[src/rtl/vga_pkg.sv]
// Shared VGA geometry, sprite scaling constants and the timing bus type.
// CHAR_TRANSPARENT_EN (optional) enables CHAR_KEY_COLOUR keying in sprites.
package vga_pkg;

    localparam logic [10:0] HOR_TOTAL_TIME = 11'd1344;

    localparam logic [10:0] CHAR_X_HOST  = 11'd96;
    localparam logic [10:0] CHAR_Y_HOST  = 11'd193;
    localparam logic [10:0] CHAR_X_GUEST = 11'd608;
    localparam logic [10:0] CHAR_Y_GUEST = 11'd193;
    localparam logic [10:0] CHAR_LENGTH  = 11'd320;
    localparam logic [10:0] CHAR_HEIGHT  = 11'd320;

    localparam int CHAR_SIZE  = 32;
    localparam int CHAR_SCALE = int'(CHAR_LENGTH) / CHAR_SIZE;
    localparam int SUB_W      = $clog2(CHAR_SCALE);
    localparam int IDX_W      = $clog2(CHAR_SIZE);

    localparam logic [11:0] CHAR_KEY_COLOUR = 12'hF0F;

    typedef struct packed {
        logic [10:0] hcount;
        logic [10:0] vcount;
        logic        hsync;
        logic        vsync;
        logic        hblnk;
        logic        vblnk;
        logic [11:0] rgb;
    } vga_bus_t;

    function automatic logic in_span(
        input logic [10:0] v,
        input logic [10:0] lo,
        input logic [10:0] len
    );
        return (v >= lo) && (v < lo + len);
    endfunction

endpackage

[src/rtl/char_scale_ctr.sv]
// Divide-by-CHAR_SCALE sub counter feeding a CHAR_SIZE source index.
// Clear has priority over enable; the index wraps rather than overflowing.
module char_scale_ctr
    import vga_pkg::*;
(
    input  logic             clk,
    input  logic             rst,
    input  logic             clr,
    input  logic             en,
    output logic [SUB_W-1:0] sub,
    output logic [IDX_W-1:0] idx
);

    localparam logic [SUB_W-1:0] SUB_LAST = SUB_W'(CHAR_SCALE - 1);
    localparam logic [IDX_W-1:0] IDX_LAST = IDX_W'(CHAR_SIZE - 1);

    always_ff @(posedge clk or posedge rst) begin
        if (rst) begin
            sub <= '0;
            idx <= '0;
        end else if (clr) begin
            sub <= '0;
            idx <= '0;
        end else if (en) begin
            if (sub == SUB_LAST) begin
                sub <= '0;
                idx <= (idx == IDX_LAST) ? '0 : idx + 1'b1;
            end else begin
                sub <= sub + 1'b1;
            end
        end
    end

endmodule

[src/rtl/draw_char_sprite.sv]
// Overlays host/guest x10-scaled 32x32 ROM sprites on the VGA stream.
// Optional macro CHAR_TRANSPARENT_EN keys out CHAR_KEY_COLOUR pixels.
module draw_char_sprite
    import vga_pkg::*;
(
    input  logic        clk,
    input  logic        rst,
    input  logic [10:0] hcount_in,
    input  logic [10:0] vcount_in,
    input  logic        hsync_in,
    input  logic        vsync_in,
    input  logic        hblnk_in,
    input  logic        vblnk_in,
    input  logic [11:0] rgb_in,
    output logic [10:0] rom_addr,
    input  logic [11:0] rom_data,
    output logic [10:0] hcount_out,
    output logic [10:0] vcount_out,
    output logic        hsync_out,
    output logic        vsync_out,
    output logic        hblnk_out,
    output logic        vblnk_out,
    output logic [11:0] rgb_out
);

    vga_bus_t         bus_in, bus_d1, bus_d2, bus_mux, bus_q;
    logic             in_host, in_guest, in_win;
    logic             h_end, v_clr, v_en, v_valid;
    logic             win_d1, win_d2;
    logic [SUB_W-1:0] hsub, vsub;
    logic [IDX_W-1:0] col, row;
    logic [11:0]      sprite_rgb;

    always_comb begin
        bus_in.hcount = hcount_in;
        bus_in.vcount = vcount_in;
        bus_in.hsync  = hsync_in;
        bus_in.vsync  = vsync_in;
        bus_in.hblnk  = hblnk_in;
        bus_in.vblnk  = vblnk_in;
        bus_in.rgb    = rgb_in;

        in_host = in_span(hcount_in, CHAR_X_HOST, CHAR_LENGTH)
               && in_span(vcount_in, CHAR_Y_HOST, CHAR_HEIGHT)
               && !hblnk_in && !vblnk_in;
        in_guest = in_span(hcount_in, CHAR_X_GUEST, CHAR_LENGTH)
                && in_span(vcount_in, CHAR_Y_GUEST, CHAR_HEIGHT)
                && !hblnk_in && !vblnk_in;
        in_win = in_host | in_guest;

        h_end = (hcount_in == HOR_TOTAL_TIME - 11'd1);
        v_clr = h_end && (vcount_in == CHAR_Y_HOST - 11'd1);
        v_en  = h_end && in_span(vcount_in, CHAR_Y_HOST, CHAR_HEIGHT);
    end

    char_scale_ctr u_hscale (
        .clk (clk),
        .rst (rst),
        .clr (!in_win),
        .en  (in_win),
        .sub (hsub),
        .idx (col)
    );

    char_scale_ctr u_vscale (
        .clk (clk),
        .rst (rst),
        .clr (v_clr),
        .en  (v_en),
        .sub (vsub),
        .idx (row)
    );

    // v_valid blocks drawing until a full sprite height can be counted.
    always_ff @(posedge clk or posedge rst) begin
        if (rst) begin
            v_valid <= 1'b0;
        end else if (h_end) begin
            if (vcount_in == CHAR_Y_HOST - 11'd1)
                v_valid <= 1'b1;
            else if (vcount_in == CHAR_Y_HOST + CHAR_HEIGHT - 11'd1)
                v_valid <= 1'b0;
        end
    end

    always_comb begin
        sprite_rgb = rom_data;
`ifdef CHAR_TRANSPARENT_EN
        if (rom_data == CHAR_KEY_COLOUR)
            sprite_rgb = bus_d2.rgb;
`endif
        bus_mux = bus_d2;
        if (win_d2)
            bus_mux.rgb = sprite_rgb;
    end

    always_ff @(posedge clk or posedge rst) begin
        if (rst) begin
            rom_addr <= '0;
            win_d1   <= 1'b0;
            win_d2   <= 1'b0;
            bus_d1   <= '0;
            bus_d2   <= '0;
            bus_q    <= '0;
        end else begin
            if (in_win && v_valid)
                rom_addr <= {in_guest, row, col};
            win_d1 <= in_win & v_valid;
            win_d2 <= win_d1;
            bus_d1 <= bus_in;
            bus_d2 <= bus_d1;
            bus_q  <= bus_mux;
        end
    end

    assign hcount_out = bus_q.hcount;
    assign vcount_out = bus_q.vcount;
    assign hsync_out  = bus_q.hsync;
    assign vsync_out  = bus_q.vsync;
    assign hblnk_out  = bus_q.hblnk;
    assign vblnk_out  = bus_q.vblnk;
    assign rgb_out    = bus_q.rgb;

    // Scaler phases are internal only; keep them referenced.
    logic unused_ok;
    assign unused_ok = ^{hsub, vsub};

endmodule

[config.mk]
export PLATFORM = sky130hd
export DESIGN_NAME = draw_char_sprite
export DESIGN_NICKNAME = d
export VERILOG_FILES = /design/src/rtl/vga_pkg.sv /design/src/rtl/char_scale_ctr.sv /design/src/rtl/draw_char_sprite.sv
export SDC_FILE = /design/constraint.sdc
export NUM_CORES = 1
export LEC_CHECK = 0
export BUFFER_PORTS_ARGS = -buffer_cell sky130_fd_sc_hd__clkbuf_2
export CAP_MARGIN = 0
export CORE_MARGIN = 10
export CORE_UTILIZATION = 48
export DETAILED_ROUTE_END_ITERATION = 6
export GPL_ROUTABILITY_DRIVEN = 0
export PLACE_DENSITY = 0.75
export SKIP_LAST_GASP = 1
export SYNTH_ARGS = -nofsm -noshare
export SYNTH_HDL_FRONTEND = slang
export SYNTH_SLANG_ARGS = --single-unit
[constraint.sdc]
create_clock -name clk -period 4.9 [get_ports clk]
set_clock_uncertainty 0.05 [all_clocks]
set_input_delay 0.735 -clock clk [delete_from_list [all_inputs] [get_ports clk]]
set_output_delay 0.735 -clock clk [all_outputs]
set_load 0.005 [all_outputs]
==> results of run 1 <==
==> layout make-up <==
class                           count  area (µm²)  share of cell area [%]
Sequential cell                   146        3654                   62.27
Clock buffer                       17       414.1                   7.059
Inverter                            8       35.03                  0.5971
Timing Repair Buffer              101       508.0                   8.659
Tap cell                          129       161.4                   2.751
Multi-Input combinational cell    116       950.9                   16.21
Clock inverter                     14       143.9                   2.453
==> registers in the layout (all words and copies together), names as in the netlist, 5 cells and up <==
signal	count
bus_d1	38
u_vscale.idx	5
bus_d2	38
u_hscale.idx	5
vcount_out	11
hcount_out	11
rgb_out	12
rom_addr	11
==> per-stage QoR <==
step	hold WS [ps]	util [%]
2_1_floorplan	281.2	-
3_3_place_gp	282.0	56.91
3_5_place_dp	284.7	56.91
4_1_cts	258.0	62.90
5_1_grt	243.2	62.90
6_report	277.2	62.90
==> worst register-to-register path, delay by kind of cell, from the launching register on <==
kind	cells	cell delay (ps)
and+or+nand+nor	2	850
adders and majority gates	2	490
DFF	1	430
AOI/OAI and AO/OA	1	180
==> cells by family after synthesis <==
kind of cell,synth area share (%)
flip-flops,78.58
AND/OR/NAND/NOR,7.078
AO/OA/AOI/OAI,3.902
multiplexers,6.943
buffers and inverters,0.9687
adder cells (fa/ha/maj),2.153
XOR/XNOR,0.3768
==> synthesized netlist by cell type (2+ instances only) <==
library cell and instances:
nand4bb_1 2, a31oi_1 4, mux2_4 9, mux2i_1 3
nand2_1 7, nor3b_1 3, nor2_1 12, inv_1 8
or4b_1 2, nand3_1 4, ha_1 8, dfrtp_1 146
and3_1 3, mux2_2 14, nor3_2 3, or3_1 3
o21ai_0 6, a21oi_1 11, or4_1 3
==> power groups by stage <==
stage / clock network, mW / logic (mW) / registers, mW
floorplan: 0 / 0.0318 / 1.29
global placement: 0 / 0.0883 / 1.29
global route: 1.31 / 0.100 / 1.28
finish: 1.21 / 0.0891 / 1.27
CTS: 1.24 / 0.0928 / 1.27
detailed placement: 0 / 0.0914 / 1.29
==> routing by layer <==
metal,up-vias,share of wire [%],wire (µm)
met2,82,49,4491
met5,-,0,0
li1,1179,-,-
met1,1296,41,3778
met3,13,7.8,707
met4,0,1.4,131
==> worst min-delay path by stage <==
stage | startpoint | end | depth (start not counted)
floorplan | bus_d1[0]$_DFF_PP0_ | bus_d2[0]$_DFF_PP0_ | 0
global placement | bus_d2[15]$_DFF_PP0_ | hsync_out$_DFF_PP0_ | 0
detailed placement | bus_d1[32]$_DFF_PP0_ | bus_d2[32]$_DFF_PP0_ | 0
CTS | rgb_in[4] | bus_d1[4]$_DFF_PP0_ | 1
global route | rgb_in[4] | bus_d1[4]$_DFF_PP0_ | 1
finish | rgb_in[4] | bus_d1[4]$_DFF_PP0_ | 1
==> impl_metrics.json, run 1 <==
{
  "grt_pass1_wl_mm": 15.07,
  "wirelength_per_cell_um": 17.15,
  "clkPwrFrac_pct": 47.2,
  "start_kind": "flip-flop",
  "timing.critical_path.depth": 5,
  "worst_path_largest_cell_delay_ps": 650,
  "postSynthAreaPerCell_um2": 17.09,
  "vdd_ir_drop_max_v": 0.0001943,
  "cpMostUsedCell": "ha_1",
  "clk_pin_slew_worst_paths_ps": 60,
  "portion_of_the_clock_cycle_consumed_by_the_worst_path_in_the_final_layout_pct": 42.53,
  "cp_data_arrival_time_ps": 2460,
  "worst_skew_pair.late_latency_ps": 510,
  "cell_area_after_technology_mapping_um2": 4649,
  "yosysUniqueCellTypes": 40,
  "synth_warnings": 0,
  "number_of_global_route_vias_before_repair": 2814,
  "grt_antenna_before_repair": 0,
  "floorplan.core_area_um2": 9328,
  "dr.pass1.iters": 4,
  "cts-hold-fix-buffers": 0,
  "timing.max_slew.rel_slack_pct": 43.81,
  "synth_edf_count": 0,
  "grt_max_degree": 102,
  "layout_setup_ws_ps": 2816,
  "timing.critical_path.max_delay_family": "simple AND/OR/NAND/NOR gates",
  "min_period_ps": 2084,
  "finalPower_mw": 2.574,
  "place.detailed.instances": 500,
  "tritoncts.num_buffers": 17,
  "setup_viol_count_final": 0,
  "grt_use_met2_pct": 21.77,
  "intPower_mw": 1.980,
  "cell_with_the_biggest_individual_delay_on_the_critical_path": "or4b_2",
  "final_std_cell_area_no_fill_um2": 5867,
  "ant_nets": 0,
  "worst_setup_path_startpoint": "u_hscale.idx[0]$_DFFE_PP0P_",
  "layout-drive-gt1-share_pct": 41.29,
  "path_cells": "ha_1, and3_1, ha_1, or4b_2, a21oi_1",
  "drt_drc_violations_left": 0,
  "cts.root.buffer_cell": "clkbuf_8",
  "grt.met3_usage_pct": 6.949,
  "reg2reg_setup_slack_ps": 2820,
  "timing.max_cap.violations": 0,
  "clk_path_buf_depth": 2,
  "tritoncts": "built",
  "overflow_left_after_global_routing": 0,
  "crit-reg2reg-capture": "u_hscale.idx[2]$_DFFE_PP0P_",
  "num_io_pins": 101,
  "achievable_frequency_mhz": 479.9,
  "gr-usage-met1_pct": 15.75,
  "start_util_pct": 49.85,
  "power.static_leakage_nw": 2.873,
  "nets": 450,
  "place_hpwl_mm": 6.076,
  "port_buffers": 100,
  "vias": 2570,
  "grt_setup_unrepaired": "no",
  "fp.dieW_um": 118.4,
  "power_frac_seq_pct": 49.4,
  "antennaDiodeCount": 0,
  "detailed_place.area_um2": 5309,
  "final_cell_mix": "dfrtp_1, clkbuf_2, clkbuf_16",
  "setup_tns_ps": 0,
  "cts-resized-gates": 0,
  "track_usage_pct": 13.72,
  "design.die.area_um2": 14020,
  "yosys.area.top_type_share_pct": 78.58,
  "dieHeight_um": 118.4,
  "post_drt_via_cell_ratio": 4.840,
  "drt-total-wl_mm": 9.109,
  "worst_slew_pin_tran_ps": 842.9,
  "endpoint_required_time_on_the_critical_path_ps": 5280,
  "crit_type": "flip-flop to flip-flop",
  "hold_wc_path_type": "input pin to flip-flop",
  "critPathCapture": "u_hscale.idx[2]$_DFFE_PP0P_",
  "rows": 35,
  "final_std_cells_w_o_fill": 531,
  "numClockSinks": 146,
  "synth_nets": 332,
  "dominantRegCellSynth": "dfrtp_1",
  "layout_commonest_cell": "dfrtp_1",
  "synth.top_cells.by_area": "dfrtp_1, mux2_2, mux2_4, ha_1, a21oi_1",
  "cts_htree_levels": 4,
  "final-hold-violation-count": 0,
  "n_fill_cell": 675,
  "cts_post_setup_buffers_inserted": 0,
  "globalRoute.busiestLayer": "met2",
  "power.combinational.fraction_pct": 3.5,
  "postSynthRegisterBits": 146,
  "number_of_standard_cells_after_synthesis": 272,
  "critical_path_buf_inv_count": 0,
  "synth.largest_area_cell": "dfrtp_1",
  "run_status": "finished clean",
  "switching_share_pct": 23.04,
  "worst_r2r_startpoint": "u_hscale.idx[0]$_DFFE_PP0P_",
  "synth_sequential_area_ratio_pct": 78.58,
  "reg2regPathDepth": 5,
  "areaGrowthSynthToFinish_pct": 26.18,
  "power_switching_uw": 593.0,
  "async_reset_ff_share_pct": 100.0,
  "critical_path.endpoint_type": "flip-flop",
  "timing_max_transition_violations_final": 0,
  "power_density_nw_per_um2": 438.7,
  "first_iter_violations": 163,
  "pre_cts_slack_ps": 2345,
  "critical_path_maximum_fanout": 6
}
Note: power is estimated with default switching activity, not from simulation.
==> run 2, diff against run 1 <==
Settings changed: ABC_AREA from default to 1, PLACE_DENSITY 0.75 to 0.74.
Clock period 4.9 ns to 1.8 ns, I/O delays scaled along.
==> run 2 against run 1 <==
Via count increased by 21%. Largest power group unchanged. Synthesized cell count increased by 27%. Critical endpoint is now u_hscale.sub[2]$_DFF_PP0_. Hold slack improved by 18 ps.
==> impl_metrics.json, run 2 <==
{
  "run_status": "finished clean",
  "final_cell_mix": "dfrtp_1, clkbuf_2, nand2_1",
  "dieHeight_um": 119.4,
  "numClockSinks": 146,
  "drt_drc_violations_left": 0,
  "timing.critical_path.max_delay_family": "simple AND/OR/NAND/NOR gates",
  "setup_viol_count_final": 0,
  "grt_antenna_before_repair": 1,
  "grt_max_degree": 83,
  "nets": 580,
  "drt-total-wl_mm": 10.28,
  "wirelength_per_cell_um": 15.43,
  "cell_area_after_technology_mapping_um2": 4742,
  "start_kind": "input pin",
  "critical_path.endpoint_type": "flip-flop",
  "port_buffers": 100,
  "met3WireLength_um": 621,
  "postSynthRegisterBits": 146,
  "vias": 3120,
  "synth.top_cells.by_area": "dfrtp_1, nand2_1, mux2_2, ha_1, nand4_1",
  "layout-drive-gt1-share_pct": 30.83,
  "timing_max_transition_violations_final": 0,
  "timing.max_slew.rel_slack_pct": 63.13,
  "topRoutingLayerUsed": "met4",
  "crit_type": "input pin to flip-flop",
  "areaGrowthSynthToFinish_pct": 38.65,
  "route.layer.met1.wl_mm": 3.770,
  "yosysUniqueCellTypes": 29,
  "grt_pass1_wl_mm": 16.88,
  "hold_wc_path_type": "flip-flop to flip-flop",
  "cts_htree_levels": 4,
  "synth_sequential_area_ratio_pct": 77.04,
  "vdd_ir_drop_max_v": 0.0004539,
  "synth_warnings": 0,
  "design.die.area_um2": 14260,
  "finalPower_mw": 7.069,
  "floorplan.core_area_um2": 9684,
  "timing.max_cap.violations": 0,
  "power.static_leakage_nw": 3.235,
  "final_std_cells_w_o_fill": 666,
  "achievable_frequency_mhz": 576.3,
  "num_io_pins": 101,
  "final-hold-violation-count": 0,
  "overflow_left_after_global_routing": 0,
  "fp.dieW_um": 119.4,
  "critical_path_buf_inv_count": 3,
  "track_usage_pct": 15.13,
  "worst_path_largest_cell_delay_ps": 560,
  "place_hpwl_mm": 6.544,
  "number_of_standard_cells_after_synthesis": 346,
  "portion_of_the_clock_cycle_consumed_by_the_worst_path_in_the_final_layout_pct": 96.40,
  "place.detailed.instances": 578,
  "n_fill_cell": 663,
  "synth.largest_area_cell": "dfrtp_1",
  "synth.top_cells.by_count": "dfrtp_1, nand2_1, nor2_1",
  "worst_slew_pin_tran_ps": 553.1,
  "start_util_pct": 48.97,
  "synth_nets": 406,
  "ant_nets": 0,
  "synth_edf_count": 0,
  "layout_commonest_cell": "dfrtp_1",
  "dr_wl_met2_mm": 5.674,
  "min_period_ps": 1735,
  "dominantRegCellSynth": "dfrtp_1",
  "tritoncts": "built",
  "cp_data_arrival_time_ps": 2110,
  "endpoint_required_time_on_the_critical_path_ps": 2170,
  "path_cells": "dlygate4sd3_1, clkbuf_2, or3_4, nor3b_4, buf_4, nand2_2, nor3_1",
  "power_density_nw_per_um2": 1075,
  "number_of_global_route_vias_before_repair": 3366,
  "layout_setup_ws_ps": 64.77,
  "synth_most_common_cell": "dfrtp_1",
  "first_iter_violations": 248,
  "post_drt_via_cell_ratio": 4.685,
  "pre_cts_slack_ps": 30.38,
  "cts.root.buffer_cell": "clkbuf_8",
  "cell_with_the_biggest_individual_delay_on_the_critical_path": "dlygate4sd3_1",
  "yosys.area.top_type_share_pct": 77.04,
  "tritoncts.num_buffers": 17,
  "worst_skew_pair.late_latency_ps": 510,
  "postSynthAreaPerCell_um2": 13.71,
  "finish.utilization_pct": 67.89,
  "clk_path_buf_depth": 2,
  "critical_path_maximum_fanout": 9,
  "async_reset_ff_share_pct": 100.0,
  "rows": 36,
  "clk_pin_slew_worst_paths_ps": 60,
  "dr.pass1.iters": 4
}
## run 2: path summary, 6_finish.rpt
check | startpoint | endpoint | slack, ps | cells after the start
max in group asynchronous | rst | vcount_out[0]$_DFF_PP0_ | 960 | 4
min | bus_d1[0]$_DFF_PP0_ | bus_d2[0]$_DFF_PP0_ | 300 | 0
max reg2reg | u_vscale.idx[0]$_DFFE_PP0P_ | u_vscale.idx[2]$_DFFE_PP0P_ | 210 | 9
min reg2reg | bus_d1[0]$_DFF_PP0_ | bus_d2[0]$_DFF_PP0_ | 300 | 0
min in group asynchronous | rst | hcount_out[9]$_DFF_PP0_ | 390 | 4
max | hcount_in[10] | u_hscale.sub[2]$_DFF_PP0_ | 60 | 7
## run 2: cell families after synthesis
kind of cell               count (synthesis)  synth area share [%]
adders and majority gates                  8                 2.111
and+or+nand+nor                          138                 13.54
AOI/OAI and AO/OA                         11                 1.214
DFF                                      146                 77.04
muxes                                     12                 2.850
xor gates and xnor gates                   5                0.9234
buffers and inverters                     26                 2.322
## run 2: repair_timing
action,in CTS,in global routing
endpoints found under the hold margin,196,0
resized for setup,0,6
endpoints found under the setup margin,0,27
buffers inserted,0,5
hold buffers,51,0
## run 2: routing by layer
layer	vias to the layer above	global-route usage (%)
met5	-	0
met4	0	6.561
met3	13	6.094
met2	87	26.73
met1	1543	15.52
li1	1477	-
## run 2: metrics by stage
step                TNS [ps]  hold WS (ps)  area [µm²]
floorplan             -51540         251.4        4746
global placement           0         281.4        5436
detailed placement         0         284.7        5436
CTS                        0         298.0        6507
global route          -56.29         298.0        6575
finish                     0         295.6        6575
## run 2: report_power, final
group,leakage (nW),switching [mW],internal (mW),total [mW]
Sequential,1.77,0.0396,3.41,3.45
Clock,0.271,1.24,2.03,3.27
Combinational,1.20,0.169,0.179,0.348
## run 2: area by class of cell
type	instances	area (µm²)	share of cell area (%)
Clock buffer	22	452.9	6.889
Sequential cell	146	3654	55.57
Timing Repair Buffer	160	1104	16.78
Clock inverter	9	107.6	1.637
Antenna cell	1	2.502	0.03806
Inverter	21	85.08	1.294
Tap cell	133	166.4	2.531
Multi-Input combinational cell	174	1003	15.26
==> run 3, diff against run 2 <==
Settings changed: ABC_AREA 1 to default, PLACE_DENSITY 0.74 to 0.75.
==> run 3 against run 2 <==
Setup slack got worse by 53 ps. Clock power rose by 13%. Combinational power rose by 7.8%. Critical path depth fell by 2. First-iteration DRC count fell by 17%. Sequential share of layout area fell by 1.4 points. Cell count fell by 8.7%. Maximum frequency fell by 3.0%. Largest cell class unchanged.
==> impl_metrics.json, run 3 (synthesized netlist as in run 1, its figures left out) <==
{
  "run_status": "finished clean",
  "grt_pass1_wl_mm": 18.05,
  "layout-drive-gt1-share_pct": 42.59,
  "power_frac_seq_pct": 45.9,
  "final_std_cell_area_no_fill_um2": 6750,
  "timing.max_cap.violations": 0,
  "power.combinational.fraction_pct": 5.0,
  "timing.critical_path.depth": 5,
  "numClockSinks": 146,
  "nets": 526,
  "worst_r2r_startpoint": "u_vscale.idx[0]$_DFFE_PP0P_",
  "intPower_mw": 5.929,
  "antennaDiodeCount": 0,
  "reg2regPathDepth": 5,
  "wirelength_per_cell_um": 18.67,
  "overflow_left_after_global_routing": 0,
  "worst_slew_pin_tran_ps": 491.4,
  "floorplan.core_area_um2": 9328,
  "worst_skew_pair.late_latency_ps": 510,
  "reg2reg_setup_slack_ps": 10,
  "whs_ps": 25.13,
  "post_drt_via_cell_ratio": 4.814,
  "number_of_global_route_vias_before_repair": 3387,
  "crit-reg2reg-capture": "u_vscale.idx[3]$_DFFE_PP0P_",
  "finalPower_mw": 7.553,
  "power_switching_mw": 1.625,
  "worst_path_largest_cell_delay_ps": 550,
  "power_density_nw_per_um2": 1119,
  "critical_path_maximum_fanout": 5,
  "dieHeight_um": 118.4,
  "worst_setup_path_startpoint": "u_vscale.idx[0]$_DFFE_PP0P_",
  "setup_viol_count_final": 0,
  "finish.utilization_pct": 72.37,
  "cp_data_arrival_time_ps": 2180,
  "critPathCapture": "u_vscale.idx[3]$_DFFE_PP0P_",
  "fp.dieW_um": 118.4,
  "final_cell_mix": "dfrtp_1, clkbuf_2, dlygate4sd3_1",
  "grt_max_degree": 58,
  "vias": 2927,
  "ant_nets": 0,
  "crit_type": "flip-flop to flip-flop",
  "tritoncts": "built",
  "cell_with_the_biggest_individual_delay_on_the_critical_path": "or4_1",
  "place_hpwl_mm": 6.435,
  "drt-total-wl_mm": 11.35,
  "achievable_frequency_mhz": 559.2,
  "tritoncts.num_buffers": 17,
  "drt_drc_violations_left": 0,
  "design.die.area_um2": 14020,
  "timing_max_transition_violations_final": 0,
  "start_kind": "flip-flop",
  "min_period_ps": 1788,
  "cpMostUsedCell": "ha_2",
  "n_fill_cell": 556,
  "switching_share_pct": 21.51,
  "layout_commonest_cell": "dfrtp_1",
  "clk_path_buf_depth": 2,
  "min_path_cells": 2,
  "final-hold-violation-count": 0,
  "grt_antenna_before_repair": 0,
  "portion_of_the_clock_cycle_consumed_by_the_worst_path_in_the_final_layout_pct": 99.36,
  "cts_htree_levels": 4,
  "path_cells": "ha_2, and3_1, ha_2, or4_1, a21oi_2",
  "clk_pin_slew_worst_paths_ps": 60,
  "dr.pass1.iters": 4,
  "start_util_pct": 49.85,
  "power.static_leakage_nw": 3.225,
  "detailed_place.area_um2": 5545,
  "track_usage_pct": 16.25,
  "grt_setup_unrepaired": "yes",
  "cts.root.buffer_cell": "clkbuf_8",
  "critical_path.endpoint_type": "flip-flop",
  "timing.max_slew.rel_slack_pct": 67.24,
  "areaGrowthSynthToFinish_pct": 45.18,
  "critical_path_buf_inv_count": 0,
  "clkPwrFrac_pct": 49.2,
  "port_buffers": 100,
  "num_io_pins": 101,
  "hold_wc_path_type": "input pin to flip-flop",
  "vdd_ir_drop_max_v": 0.0006726,
  "endpoint_required_time_on_the_critical_path_ps": 2190,
  "timing.critical_path.max_delay_family": "simple AND/OR/NAND/NOR gates",
  "first_iter_violations": 207,
  "rows": 35
}
## run 3: changes by cell type in the layout (fill, tap and decap cells not counted), moves of 10 or more
cell / delta
buf_4: +17
inv_1: -11
nand2_1: -55
nand3_1: -10
nand4_1: -15
nor2_1: -11
## run 3: area by class of cell
| class | count | area [µm²] | share of cell area [%] |
|---|---|---|---|
| clock buffer | 19 | 431.7 | 6.395 |
| clock inverter | 13 | 196.4 | 2.910 |
| inverter | 8 | 33.78 | 0.5005 |
| multi-input combinational | 117 | 1036 | 15.35 |
| sequential | 146 | 3655 | 54.14 |
| tap | 129 | 161.4 | 2.391 |
| timing repair buffer | 176 | 1236 | 18.31 |
## run 3: worst min-delay path by stage
stage / start / to / slack (ps)
finish: vcount_in[8] / bus_d1[24]$_DFF_PP0_ / 30
global route: vcount_in[8] / bus_d1[24]$_DFF_PP0_ / 20
CTS: vcount_in[8] / bus_d1[24]$_DFF_PP0_ / 20
detailed placement: rst / bus_d1[15]$_DFF_PP0_ / 250
global placement: rst / bus_d1[15]$_DFF_PP0_ / 250
floorplan: rgb_in[0] / bus_d1[0]$_DFF_PP0_ / 250
## run 3: repair_timing
item	4_1_cts	5_1_grt
gates resized for setup	3	11
pin swaps	2	5
setup endpoints to repair	4	14
cloned	0	1
endpoints found under the hold margin	65	0
hold buffers	50	0
setup buffers	0	2
## run 3: power groups by stage
stage	Clock (mW)	Combinational, mW	Sequential, mW
after floorplan	0	0.0873	3.51
after global placement	0	0.268	3.51
after detailed placement	0	0.276	3.52
after CTS	3.77	0.366	3.46
after global routing	3.91	0.410	3.48
final	3.71	0.375	3.46
## run 3: stage by stage
| stage | setup TNS (ps) | worst slack (ps) | std cells |
|---|---|---|---|
| after CTS | -8.082 | -8.082 | 606 |
| after detailed placement | -2587 | -187.4 | 524 |
| final | 0 | 11.61 | 608 |
| after global placement | -1400 | -90.17 | 524 |
| after global routing | -57.68 | -48.97 | 608 |
| after floorplan | -51540 | -353.0 | 272 |
## run 3: metal layers
metal,GRT usage [%],vias to the layer above,part of all wire [%]
met3,4.617,13,4.7
met4,6.641,0,1.3
met1,18.21,1484,41
li1,-,1331,-
met5,0,-,0
met2,28.51,99,53
